### src/rtl/div_mult_seq.sv
// Sequential signed MULT (radix-2 Booth) / DIV (restoring) unit for the multicycle MIPS datapath.
// Optional `MULT_EARLY_TERM_EN: MULT finishes early once the remaining multiplier bits are all 0s or all 1s.
module div_mult_seq #(
  parameter int WIDTH = 32
) (
  input  logic             clk,
  input  logic             reset,
  input  logic             start,
  input  logic             op,
  input  logic [WIDTH-1:0] a_in,
  input  logic [WIDTH-1:0] b_in,
  output logic [WIDTH-1:0] hi_out,
  output logic [WIDTH-1:0] lo_out,
  output logic             busy,
  output logic             done,
  output logic             div_zero
);

  typedef enum logic [2:0] {IDLE, MULT, DIV, FIX, DONE} state_t;

  localparam int CW = $clog2(WIDTH) + 1;
  // One guard bit above the upper half keeps Booth add/sub of -2^(WIDTH-1) from overflowing.
  localparam int AW = 2 * WIDTH + 2;
  localparam logic [CW-1:0] LAST = CW'(WIDTH - 1);

  state_t           state;
  logic [CW-1:0]    count;
  logic [WIDTH-1:0] mcand;
  logic [WIDTH-1:0] divisor;
  logic [WIDTH-1:0] rem;
  logic [WIDTH-1:0] quo;
  logic [AW-1:0]    acc;
  logic             sign_a;
  logic             sign_b;
  logic             zero_flag;

  logic [WIDTH:0]   upper;
  logic [WIDTH:0]   upper_sum;
  logic [AW-1:0]    acc_step;
  logic [AW-1:0]    acc_next;
  logic             mult_last;
  logic [WIDTH:0]   rem_shift;
  logic [WIDTH:0]   rem_diff;
  logic [WIDTH-1:0] a_abs;
  logic [WIDTH-1:0] b_abs;

`ifdef MULT_EARLY_TERM_EN
  logic [CW-1:0]    remaining;
  logic [AW-1:0]    mask;
`endif

  always_comb begin
    upper = acc[AW-1:WIDTH+1];
    case (acc[1:0])
      2'b01:   upper_sum = upper + {mcand[WIDTH-1], mcand};
      2'b10:   upper_sum = upper - {mcand[WIDTH-1], mcand};
      default: upper_sum = upper;
    endcase
    acc_step  = $signed({upper_sum, acc[WIDTH:0]}) >>> 1;
    acc_next  = acc_step;
    mult_last = (count == LAST);
`ifdef MULT_EARLY_TERM_EN
    // Unconsumed multiplier bits plus q-1 sit in acc_step[remaining:0]; uniform bits mean no more add/sub.
    remaining = LAST - count;
    mask      = (AW'(1) << (remaining + CW'(1))) - AW'(1);
    if (!mult_last && (((acc_step & mask) == '0) || ((acc_step & mask) == mask))) begin
      acc_next  = $signed(acc_step) >>> remaining;
      mult_last = 1'b1;
    end
`endif
  end

  always_comb begin
    rem_shift = {rem, quo[WIDTH-1]};
    rem_diff  = rem_shift - {1'b0, divisor};
    a_abs     = a_in[WIDTH-1] ? -a_in : a_in;
    b_abs     = b_in[WIDTH-1] ? -b_in : b_in;
  end

  // Status outputs are registered from the state, so done/div_zero appear one cycle after DONE is entered.
  always_ff @(posedge clk) begin
    if (reset) begin
      state     <= IDLE;
      count     <= '0;
      mcand     <= '0;
      divisor   <= '0;
      rem       <= '0;
      quo       <= '0;
      acc       <= '0;
      sign_a    <= 1'b0;
      sign_b    <= 1'b0;
      zero_flag <= 1'b0;
      hi_out    <= '0;
      lo_out    <= '0;
      busy      <= 1'b0;
      done      <= 1'b0;
      div_zero  <= 1'b0;
    end else begin
      busy     <= (state == MULT) || (state == DIV) || (state == FIX);
      done     <= (state == DONE);
      div_zero <= (state == DONE) && zero_flag;
      case (state)
        IDLE: begin
          if (start) begin
            count     <= '0;
            sign_a    <= a_in[WIDTH-1];
            sign_b    <= b_in[WIDTH-1];
            zero_flag <= 1'b0;
            if (!op) begin
              mcand <= a_in;
              acc   <= {{(WIDTH+1){1'b0}}, b_in, 1'b0};
              state <= MULT;
            end else if (b_in == '0) begin
              zero_flag <= 1'b1;
              state     <= DONE;
            end else begin
              divisor <= b_abs;
              quo     <= a_abs;
              rem     <= '0;
              state   <= DIV;
            end
          end
        end
        MULT: begin
          acc   <= acc_next;
          count <= count + 1'b1;
          if (mult_last) begin
            hi_out <= acc_next[2*WIDTH:WIDTH+1];
            lo_out <= acc_next[WIDTH:1];
            state  <= DONE;
          end
        end
        DIV: begin
          count <= count + 1'b1;
          if (rem_diff[WIDTH]) begin
            rem <= rem_shift[WIDTH-1:0];
            quo <= {quo[WIDTH-2:0], 1'b0};
          end else begin
            rem <= rem_diff[WIDTH-1:0];
            quo <= {quo[WIDTH-2:0], 1'b1};
          end
          if (count == LAST) begin
            state <= FIX;
          end
        end
        FIX: begin
          // Quotient truncates toward zero; remainder follows the dividend's sign.
          lo_out <= (sign_a ^ sign_b) ? -quo : quo;
          hi_out <= sign_a ? -rem : rem;
          state  <= DONE;
        end
        DONE: begin
          state <= IDLE;
        end
        default: begin
          state <= IDLE;
        end
      endcase
    end
  end

endmodule
### config.mk
export PLATFORM = sky130hd
export DESIGN_NAME = div_mult_seq
export DESIGN_NICKNAME = d
export VERILOG_FILES = /design/src/rtl/div_mult_seq.sv
export SDC_FILE = /design/constraint.sdc
export NUM_CORES = 1
export LEC_CHECK = 0
export CAP_MARGIN = 25
export CORE_MARGIN = 4
export CORE_UTILIZATION = 25
export CTS_BUF_LIST = sky130_fd_sc_hd__clkbuf_4
export DETAILED_ROUTE_END_ITERATION = 6
export PLACE_DENSITY = 0.47
export SYNTH_ARGS = -nofsm -noshare
export SYNTH_HDL_FRONTEND = slang
export SYNTH_SLANG_ARGS = --single-unit
### constraint.sdc
create_clock -name clk -period 5.3 [get_ports clk]
set_input_delay 1.59 -clock clk [delete_from_list [all_inputs] [get_ports clk]]
set_output_delay 1.59 -clock clk [all_outputs]
set_load 0.01 [all_outputs]
# After elaboration in Yosys (flattened, before gate mapping)
# Cells that the tools add are included.
[classes]
add_sub_neg = 8
n_eq_ne = 13
muxes = 32
bitwise_logic = 3
n_reduce_logical = 18
[ops]
columns = ["op", "n"]
rows = [
  ["32-bit two-way mux", 13],
  ["32-bit case mux with 2 select lines", 4],
  ["66-bit two-way mux", 2],
  ["66-bit case mux with 2 select lines", 1],
  ["32-bit negator", 4],
  ["33-bit case mux with 2 select lines", 1],
  ["33-bit adder", 1],
  ["33-bit by 32-bit subtractor with 33-bit output", 1],
  ["33-bit subtractor", 1],
  ["32-bit zero test", 1],
  ["3-bit two-way mux", 5],
  ["2-bit != test (second input constant)", 6],
  ["3-bit case mux with 4 select lines", 1],
  ["6-bit case mux with 2 select lines", 1],
  ["3-bit AND reduction", 3],
  ["4-bit AND reduction", 2],
  ["2-bit nonzero test", 4],
  ["6-bit by 1-bit adder with 6-bit output (second input constant)", 1],
  ["3-bit by 2-bit equality test with 1-bit output (second input constant)", 2],
  ["6-bit by 5-bit equality test with 1-bit output (second input constant)", 1],
  ["6-bit two-way mux", 1],
  ["2-bit AND reduction", 3],
  ["3-bit by 1-bit equality test with 1-bit output (second input constant)", 1],
  ["3-bit equality test (second input constant)", 1],
  ["9 further kinds", 13],
]
[word_totals]
ff_bits = 273
in_bits = 68
output_inout_bits = 67
wordCells = 89

# Logic depth before layout (Yosys ltp)
# Gate-level depths: netlist of run 1.
[depth]
word_depth = 6
ltp_mapped = 21
depth_no_buf = 21

# Worst setup path after synthesis of run 1
# OpenSTA, ideal clock, no wires.
[synth_path]
path_kind = "register to register"
from = "reg mcand[2]"
to = "reg acc[64]"
setup_ps = 65
arrival_time_ps = 4472
required_ps = 5235
setup_slack_ps = 763
path_stages_with_launch = 22
n_path_buf = 0
period_less_slack_ps = 4537
cell_sequence = "dfxtp_1 > nor3_1 > nand4_1 > nor4_1 > and2_1 > nand2_1 > nor2_1 > nand2_1 > nor2_1 > a21oi_1 > xnor2_1 > ha_1 > a21o_1 > a21o_1 > a21o_1 > a221o_1 > a21o_1 > a2111oi_0 > o21ai_0 > a21oi_1 > mux2_2 > nor2_1"
[synth_between]
elab_chain_len = 3
word_cells_on_any_way = 4
classes_between = "add/sub: 2; mux: 2"
[synth_lines]
columns = ["item", "line_no", "source"]
rows = [
  ["from (decl)", "28", "logic [WIDTH-1:0] mcand;"],
  ["from (signal assigned)", "110", "mcand <= a_in;"],
  ["33-bit subtractor or 33-bit adder (tied branches)", "56, 55", ""],
  ["33-bit case mux with 2 select lines (*)", "54", "case (acc[1:0])"],
  ["66-bit case mux with 2 select lines (*)", "102", "case (state)"],
  ["to (signal assigned)", "111", "acc <= {{(WIDTH+1){1'b0}}, b_in, 1'b0};"],
  ["to (signal assigned)", "125", "acc <= acc_next;"],
  ["to (decl)", "32", "logic [AW-1:0] acc;"],
]
# Every way passes the cells marked *; elsewhere a longest branch is shown, timed or not.
# A chain may end at the register's enable or synchronous reset.

# Final worst setup path of run 1
[layout_path]
from = "reg mcand[2]"
to = "reg hi_out[31]"
[layout_between]
elab_chain_len = 4
word_cells_on_any_way = 5
classes_between = "add/sub: 2; mux: 3"
[layout_lines]
columns = ["item", "line_no", "source"]
rows = [
  ["33-bit subtractor or 33-bit adder (tied branches)", "56, 55", ""],
  ["33-bit case mux with 2 select lines (*)", "54", ""],
  ["32-bit two-way mux (*)", "127", "if (mult_last) begin"],
  ["32-bit case mux with 2 select lines (*)", "102", ""],
  ["to (signal assigned)", "128", "hi_out <= acc_next[2*WIDTH:WIDTH+1];"],
  ["to (signal assigned)", "149", "hi_out <= sign_a ? -rem : rem;"],
  ["to (decl)", "12", "output logic [WIDTH-1:0] hi_out,"],
]
# Every way passes the cells marked *; elsewhere a longest branch is shown, timed or not. The select of a mux whose other input is x is not followed.

==> implementation parameters, run 1 <==
Parameter                              Value

Die
  Row cnt ... between 90 and 100
  Core Region ... between 0.06 and 0.07 mm^2
  Top-level port count ... approximately 140
  Initial core utilization ... 0.2538
  Die Area ... 0.07430 mm^2
  Die boundary width ... roughly 270 um
  Floorplan die height ... 272.6 um

Route
  Top Layer Used ... met4
  Number of nets with antenna violations after detailed routing ... 0
  Drt initial violations ... 1280
  Drt drc ... 0
  Routed vias ... roughly 17000
  Detail-routed net length per standard cell ... ~18 um
  Met3 Routed Length ... approximately 3000 um
  Detailed-route vias per instance ... approximately 5.1
  Final wirelength ... 63130 um
  Router iterations before antenna repair ... 6
  DRT met1 WL ... approximately 30000 um
  Met2 Routed Length ... just under 30000 um

Setup path
  Critical path startpoint ... mcand[2]
  Category of the critical setup timing path ... flip-flop to flip-flop
  CP endpoint kind ... flip-flop
  Startpoint kind of the worst setup timing path ... flip-flop
  Data arrival at the endpoint of the critical path ... 5.53 ns
  R2r startpoint ... mcand[2]
  Required time at the endpoint of the critical path ... around 6 ns
  Maximum fanout encountered on the critical timing path ... 6

STA
  Period minus WS final ... about 5 ns
  Final Max Tran Viols ... 0
  Post-route setup TNS ... 0 ns
  Slew headroom ... 0.3240
  Worst hold slack after final layout ... 0.4581 ns
  Final-report setup violation count ... 0
  Setup repair after global routing missed its margin ... no
  Slew of the pin with the lowest slew margin ... 0.9999 ns
  Tcrit/Tclk final ... 0.9292
  Post-route clock skew ... approximately 0.056 ns
  Max frequency ... around 200 MHz
  Count of endpoints failing hold in the final timing report ... 0

Logic synthesis
  EDFF count, synth ... 0
  Proportion of netlist area held by the largest area contributor ... 0.3111
  Cell area after technology mapping ... ~0.018 mm^2
  Fraction of synthesis flops using an asynchronous set or reset pin ... 0
  Synth area leader ... dfxtp_1
  Most frequently used flop master after synthesis ... dfxtp_1
  Number of standard cells after synthesis ... 2325
  Number of synthesized register bits ... between 200 and 300
  Average size of a mapped cell ... between 7 and 8 um^2
  Post-synthesis sequential area ratio ... 0.3111
  Syn Nets ... between 2000 and 2500
  Count of cell types in the netlist ... ~70
  Leading cell types by total area after synthesis ... dfxtp_1 31%, nand2_1 8.1%, nor2_1 5.7%
  Number of warnings printed during yosys synthesis ... 0

Global route
  Total grt overflow ... 0
  First-pass GRT wire length ... roughly 96000 um
  Number of global-route vias before repair ... between 15000 and 20000
  Combined global-route utilization of all metal layers ... 0.1627
  Number of antenna violations at the first check in global routing ... 5
  Maximum number of pins on one net before global-route repair ... 100

Finish
  Total number of nets in the final design ... about 2600
  Post-route cell area ... between 0.02 and 0.025 mm^2
  Fraction of the core area covered by cells at the end of the flow ... 0.3029
  Proportion of layout cells with a drive suffix above 1 ... 0.08337
  Most common cell after layout, fill and taps aside ... nand2_1
  Growth of design area from synthesis to finish ... 19.34%
  Highest-count cells in the layout ignoring fill and taps ... 377 x nand2_1, 272 x dfxtp_1, 263 x nor2_1

Clock network
  Clock sink count ... roughly 270
  H-tree levels ... 3
  Hold bufs inserted after CTS ... 0
  Clock-pin slew on the worst setup and hold paths ... around 0.06 ns
  Number of buffers on the longest clock path ... 3
  Clock network latency to the later pin of the worst-skew pair ... about 0.81 ns
  TritonCTS clock tree ... built
  Root buf cell ... clkbuf_4
  Total clock buffers created by CTS ... 79

Power and ir drop
  Leakage ... 0.007783 uW
  Pwr Density ... ~290 mW/mm^2
  Worst voltage drop across the vdd grid ... 0.1493 mV

Outcome
  Run status ... completed

Place
  Cell Area, Placed ... 0.01982 mm^2
  Detailed placement HPWL ... 47710 um
  Placer congestion estimate ... ~0.89
  IO Port Bufs ... roughly 130

Hold path
  Worst hold start ... divisor[31]
  Worst hold path type ... flip-flop to flip-flop

Job
  Max-cap viol count ... 0
[metal layers]
layer | vias to the layer above | GRT usage
met5 | - | 0
li1 | 8567 | -
met4 | 0 | 0.04724
met3 | 78 | 0.02836
met1 | 8227 | 0.2229
met2 | 416 | 0.2628
[cells by family (layout without fill, tap and decap cells)]
group	after synthesis	count (layout)	synth area share
AND/OR/NAND/NOR	879	879	0.2267
AO/OA/AOI/OAI	663	663	0.2504
flip-flops	272	272	0.3111
buffers and inverters	221	379	0.04854
XOR/XNOR	199	199	0.09959
adder cells (fa/ha/maj)	73	73	0.05305
multiplexers	18	18	0.01058
other	0	5	0
[where the power goes]
group / internal, uW / leakage [uW] / switching, uW
clock network: 1070 / 0.000585 / 953
logic: 715 / 0.00499 / 1080
registers: 2150 / 0.00221 / 135
total: 3940 / 0.00778 / 2170
[path summary, 6_finish.rpt]
kind,end,slack (ns),cells past startpoint
worst min register to register,divisor[31],0.46,2
worst min-delay path,divisor[31],0.46,2
worst max-delay path,hi_out[31],0.38,21
worst max register to register,hi_out[31],0.38,21
[through the flow]
| stage | total power [uW] | worst slack [ns] | instances |
|---|---|---|---|
| floorplan | 3559 | 0.7629 | 2325 |
| global placement | 4096 | 0.1632 | 3277 |
| detailed placement | 4114 | 0.008846 | 3277 |
| CTS | 6170 | 0.03221 | 3411 |
| global route | 6485 | 0.02492 | 3417 |
| finish | 6106 | 0.3752 | 3419 |
[state kept, by name (all words and copies together), names as in the netlist]
register,flops
acc,65
busy,1
count,6
div_zero,1
divisor,32
done,1
hi_out,32
lo_out,32
mcand,32
quo,32
rem,32
sign_a,1
sign_b,1
state,3
zero_flag,1
[what timing repair did]
| action | in CTS | in global routing |
|---|---|---|
| pin swaps | 0 | 0 |
| buffers inserted | 0 | 0 |
| resized for setup | 1 | 5 |
| setup endpoints to repair | 1 | 4 |
[cell usage after synthesis (all sizes together) (12+ instances only)]
cell type and count:
nor3 38, xnor2 111, dfxtp 272, nand2b 12, a21oi 186, a221o 19, or4 25, nor2b 12
mux2i 14, nand2 379, o21ai 123, nor4 19, a211oi 48, o211ai 27, o31ai 35, nand3 44
buf 22, a31oi 28, a311oi 71, inv 68, clkbuf 131, nor2 268, ha 71, o41ai 20
a22oi 17, and3 15, xor2 88, a21o 39
[critical path, stage by stage, from the launching register on]
cell and delay, ns:
dfxtp_1 0.36, nor3_2 0.28, nand4_1 0.16, nor4_1 0.27
and2_2 0.25, nand2_1 0.07, nor2_2 0.17, nand2_1 0.08
nor2_2 0.17, a21oi_1 0.11, xnor2_1 0.22, ha_1 0.35
a21o_1 0.21, a21o_1 0.17, a21o_1 0.17, a221o_1 0.29
a21o_1 0.21, a2111oi_2 0.39, o21ai_0 0.20, and3_1 0.21
nor3_1 0.30, o32ai_1 0.12
[cell type report]
type	count	area, um^2
well taps	931	1165
repair buffers	177	1748
flip-flops and latches	272	5445
multi-input cells	1832	11280
clock inverters	14	82.58
fillers	7518	48060
inverters	68	255.2
diodes	5	12.51
clock buffers	120	900.9
(Power assumes the default switching activity.)
==> inputs of run 2 (changes only) <==
Settings changed: CORE_ASPECT_RATIO set to 2, SETUP_SLACK_MARGIN set to 0.2.
==> implementation parameters, run 2 (synthesis gave the netlist of run 1 again) <==
Parameter                              Value

Clock network
  Clock sink count ... about 270
  Clock network latency to the later pin of the worst-skew pair ... 0.80 ns
  Total clock buffers created by CTS ... 70
  Buffers inserted by post-CTS timing repair ... 0
  Hold bufs inserted after CTS ... 0
  TritonCTS clock tree ... built
  Number of buffers on the longest clock path ... 3
  Clock-pin slew on the worst setup and hold paths ... roughly 0.070 ns
  H-tree levels ... 3
  Root buf cell ... clkbuf_4

STA
  Max frequency ... 208.1 MHz
  Setup repair after global routing missed its margin ... yes
  Slew of the pin with the lowest slew margin ... about 1.0 ns
  Final Max Tran Viols ... 0
  Post-route clock skew ... 0.03479 ns
  Tcrit/Tclk final ... 0.9067
  Post-route setup TNS ... 0 ns
  Period minus WS final ... around 4.8 ns
  Count of endpoints failing hold in the final timing report ... 0
  Worst hold slack after final layout ... between 0.4 and 0.5 ns
  Slew headroom ... 0.3088
  Final-report setup violation count ... 0

Power and ir drop
  Final total power ... about 6000 uW
  Worst voltage drop across the vdd grid ... between 0.1 and 0.15 mV
  Pwr Density ... slightly below 300 mW/mm^2
  Leakage ... around 0.0078 uW

Die
  Die boundary width ... about 200 um
  Die Area ... 0.07456 mm^2
  Core Region ... a little under 0.07 mm^2
  Floorplan die height ... roughly 380 um
  Initial core utilization ... 0.2515
  Top-level port count ... between 100 and 150
  Row cnt ... around 140

Outcome
  Run status ... completed

Route
  Router iterations before antenna repair ... 5
  Drt drc ... 0
  Drt initial violations ... 1081
  Final wirelength ... just under 70000 um
  Routed vias ... around 18000
  Detailed-route vias per instance ... a little over 5
  Detail-routed net length per standard cell ... 19.96 um
  Number of nets with antenna violations after detailed routing ... 0

Place
  Placer congestion estimate ... 0.8712
  IO Port Bufs ... roughly 130
  Cell Area, Placed ... about 0.02 mm^2
  Detailed placement HPWL ... 51800 um

Hold path
  Worst hold path type ... flip-flop to flip-flop

Finish
  Most common cell after layout, fill and taps aside ... nand2_1
  Total number of nets in the final design ... 2588
  Highest-count cells in the layout ignoring fill and taps ... 377 x nand2_1, 272 x dfxtp_1, 263 x nor2_1
  Flip-flop count of the largest register, all copies and words added ... 65
  Proportion of layout cells with a drive suffix above 1 ... 0.08697
  Growth of design area from synthesis to finish ... 19.38%
  Post-route cell area ... about 0.021 mm^2
  Register name with the most flops ... acc

Setup path
  Category of the critical setup timing path ... flip-flop to flip-flop
  Maximum fanout encountered on the critical timing path ... 6
  Most used cell, CP ... a21o_1
  CP endpoint kind ... flip-flop
  Data arrival at the endpoint of the critical path ... 5.42 ns
  Startpoint kind of the worst setup timing path ... flip-flop
  Peak per-stage delay on the critical path ... 0.46 ns
  Cell with the largest stage delay on the worst path ... nor4_1
  Cells along the critical path ... nor4_1 -> nand4_1 -> nor3b_2 -> a31oi_1 -> xnor2_1 -> ha_1 -> a21o_1 -> a21o_1 -> a2111oi_0 -> nor3_1 -> a21o_1 -> a21o_1 -> a31oi_1 -> xnor2_1 -> mux2i_1 -> o221ai_1
  Required time at the endpoint of the critical path ... 5.92 ns

Global route
  Maximum number of pins on one net before global-route repair ... roughly 100
  Number of global-route vias before repair ... roughly 18000
  Number of antenna violations at the first check in global routing ... 7
  Combined global-route utilization of all metal layers ... 0.1757
  First-pass GRT wire length ... about 100000 um
  Total grt overflow ... 0

Job
  Max-cap viol count ... 0
==> run 2: changes by cell type in the layout (fill, tap and decap cells not counted), sizes merged <==
cell | previous run | this run
clkinv | 12 | 21
clkinvlp | 1 | 2
diode | 5 | 3
clkbuf | 120 | 93
bufinv | 1 | 2
buf | 44 | 70
inv | 68 | 70
==> run 2: metrics by stage <==
| stage | util | cells | setup slack, ns |
|---|---|---|---|
| 6_report | 0.3002 | 3401 | 0.4942 |
| 5_1_grt | 0.3002 | 3400 | 0.1737 |
| 4_1_cts | 0.2999 | 3398 | 0.2566 |
| 3_5_place_dp | 0.2872 | 3278 | -0.04198 |
| 3_3_place_gp | 0.2870 | 3277 | 0.05724 |
| 2_1_floorplan | - | 2325 | 0.7629 |
==> run 2: per-layer routing <==
metal,vias to the layer above,share of wire,track usage
li1,8599,-,-
met4,8,0.065,0.1062
met3,154,0.039,0.02756
met2,450,0.52,0.3230
met1,8305,0.38,0.1865
met5,-,0.00077,0
==> run 2: timing repair <==
item | CTS | global route
setup endpoints to repair | 2 | 5
pin swaps | 0 | 0
gates resized for setup | 4 | 5
==> run 2: report_power, final <==
group | switching (uW) | internal [uW] | total, uW
logic | 1140 | 739 | 1880
clock network | 969 | 918 | 1890
registers | 126 | 2150 | 2280
==> run 2: cell type report <==
class	count	area (um^2)
clock buffer	93	698.2
tap	903	1130
fill	7665	48700
multi-input combinational	1832	11290
timing repair buffer	203	1898
antenna	3	7.507
clock inverter	27	166.4
sequential	272	5445
inverter	68	255.2
==> run 2: critical path: cells and delay by family (launching register included) <==
kind | cells | cell delay, ns
xor+xnor | 2 | 0.44
mux | 1 | 0.44
simple gates | 4 | 1.30
flops | 1 | 0.39
fa+ha+maj | 1 | 0.36
compound gates | 8 | 1.69
==> run 2: path summary, 6_finish.rpt <==
path,from,slack (ns),cells past startpoint,end
hold / removal,divisor[31],0.47,2,divisor[31]
setup / recovery,mcand[9],0.49,16,hi_out[28]
hold reg to reg,divisor[31],0.47,2,divisor[31]
setup reg to reg,mcand[9],0.49,16,hi_out[28]
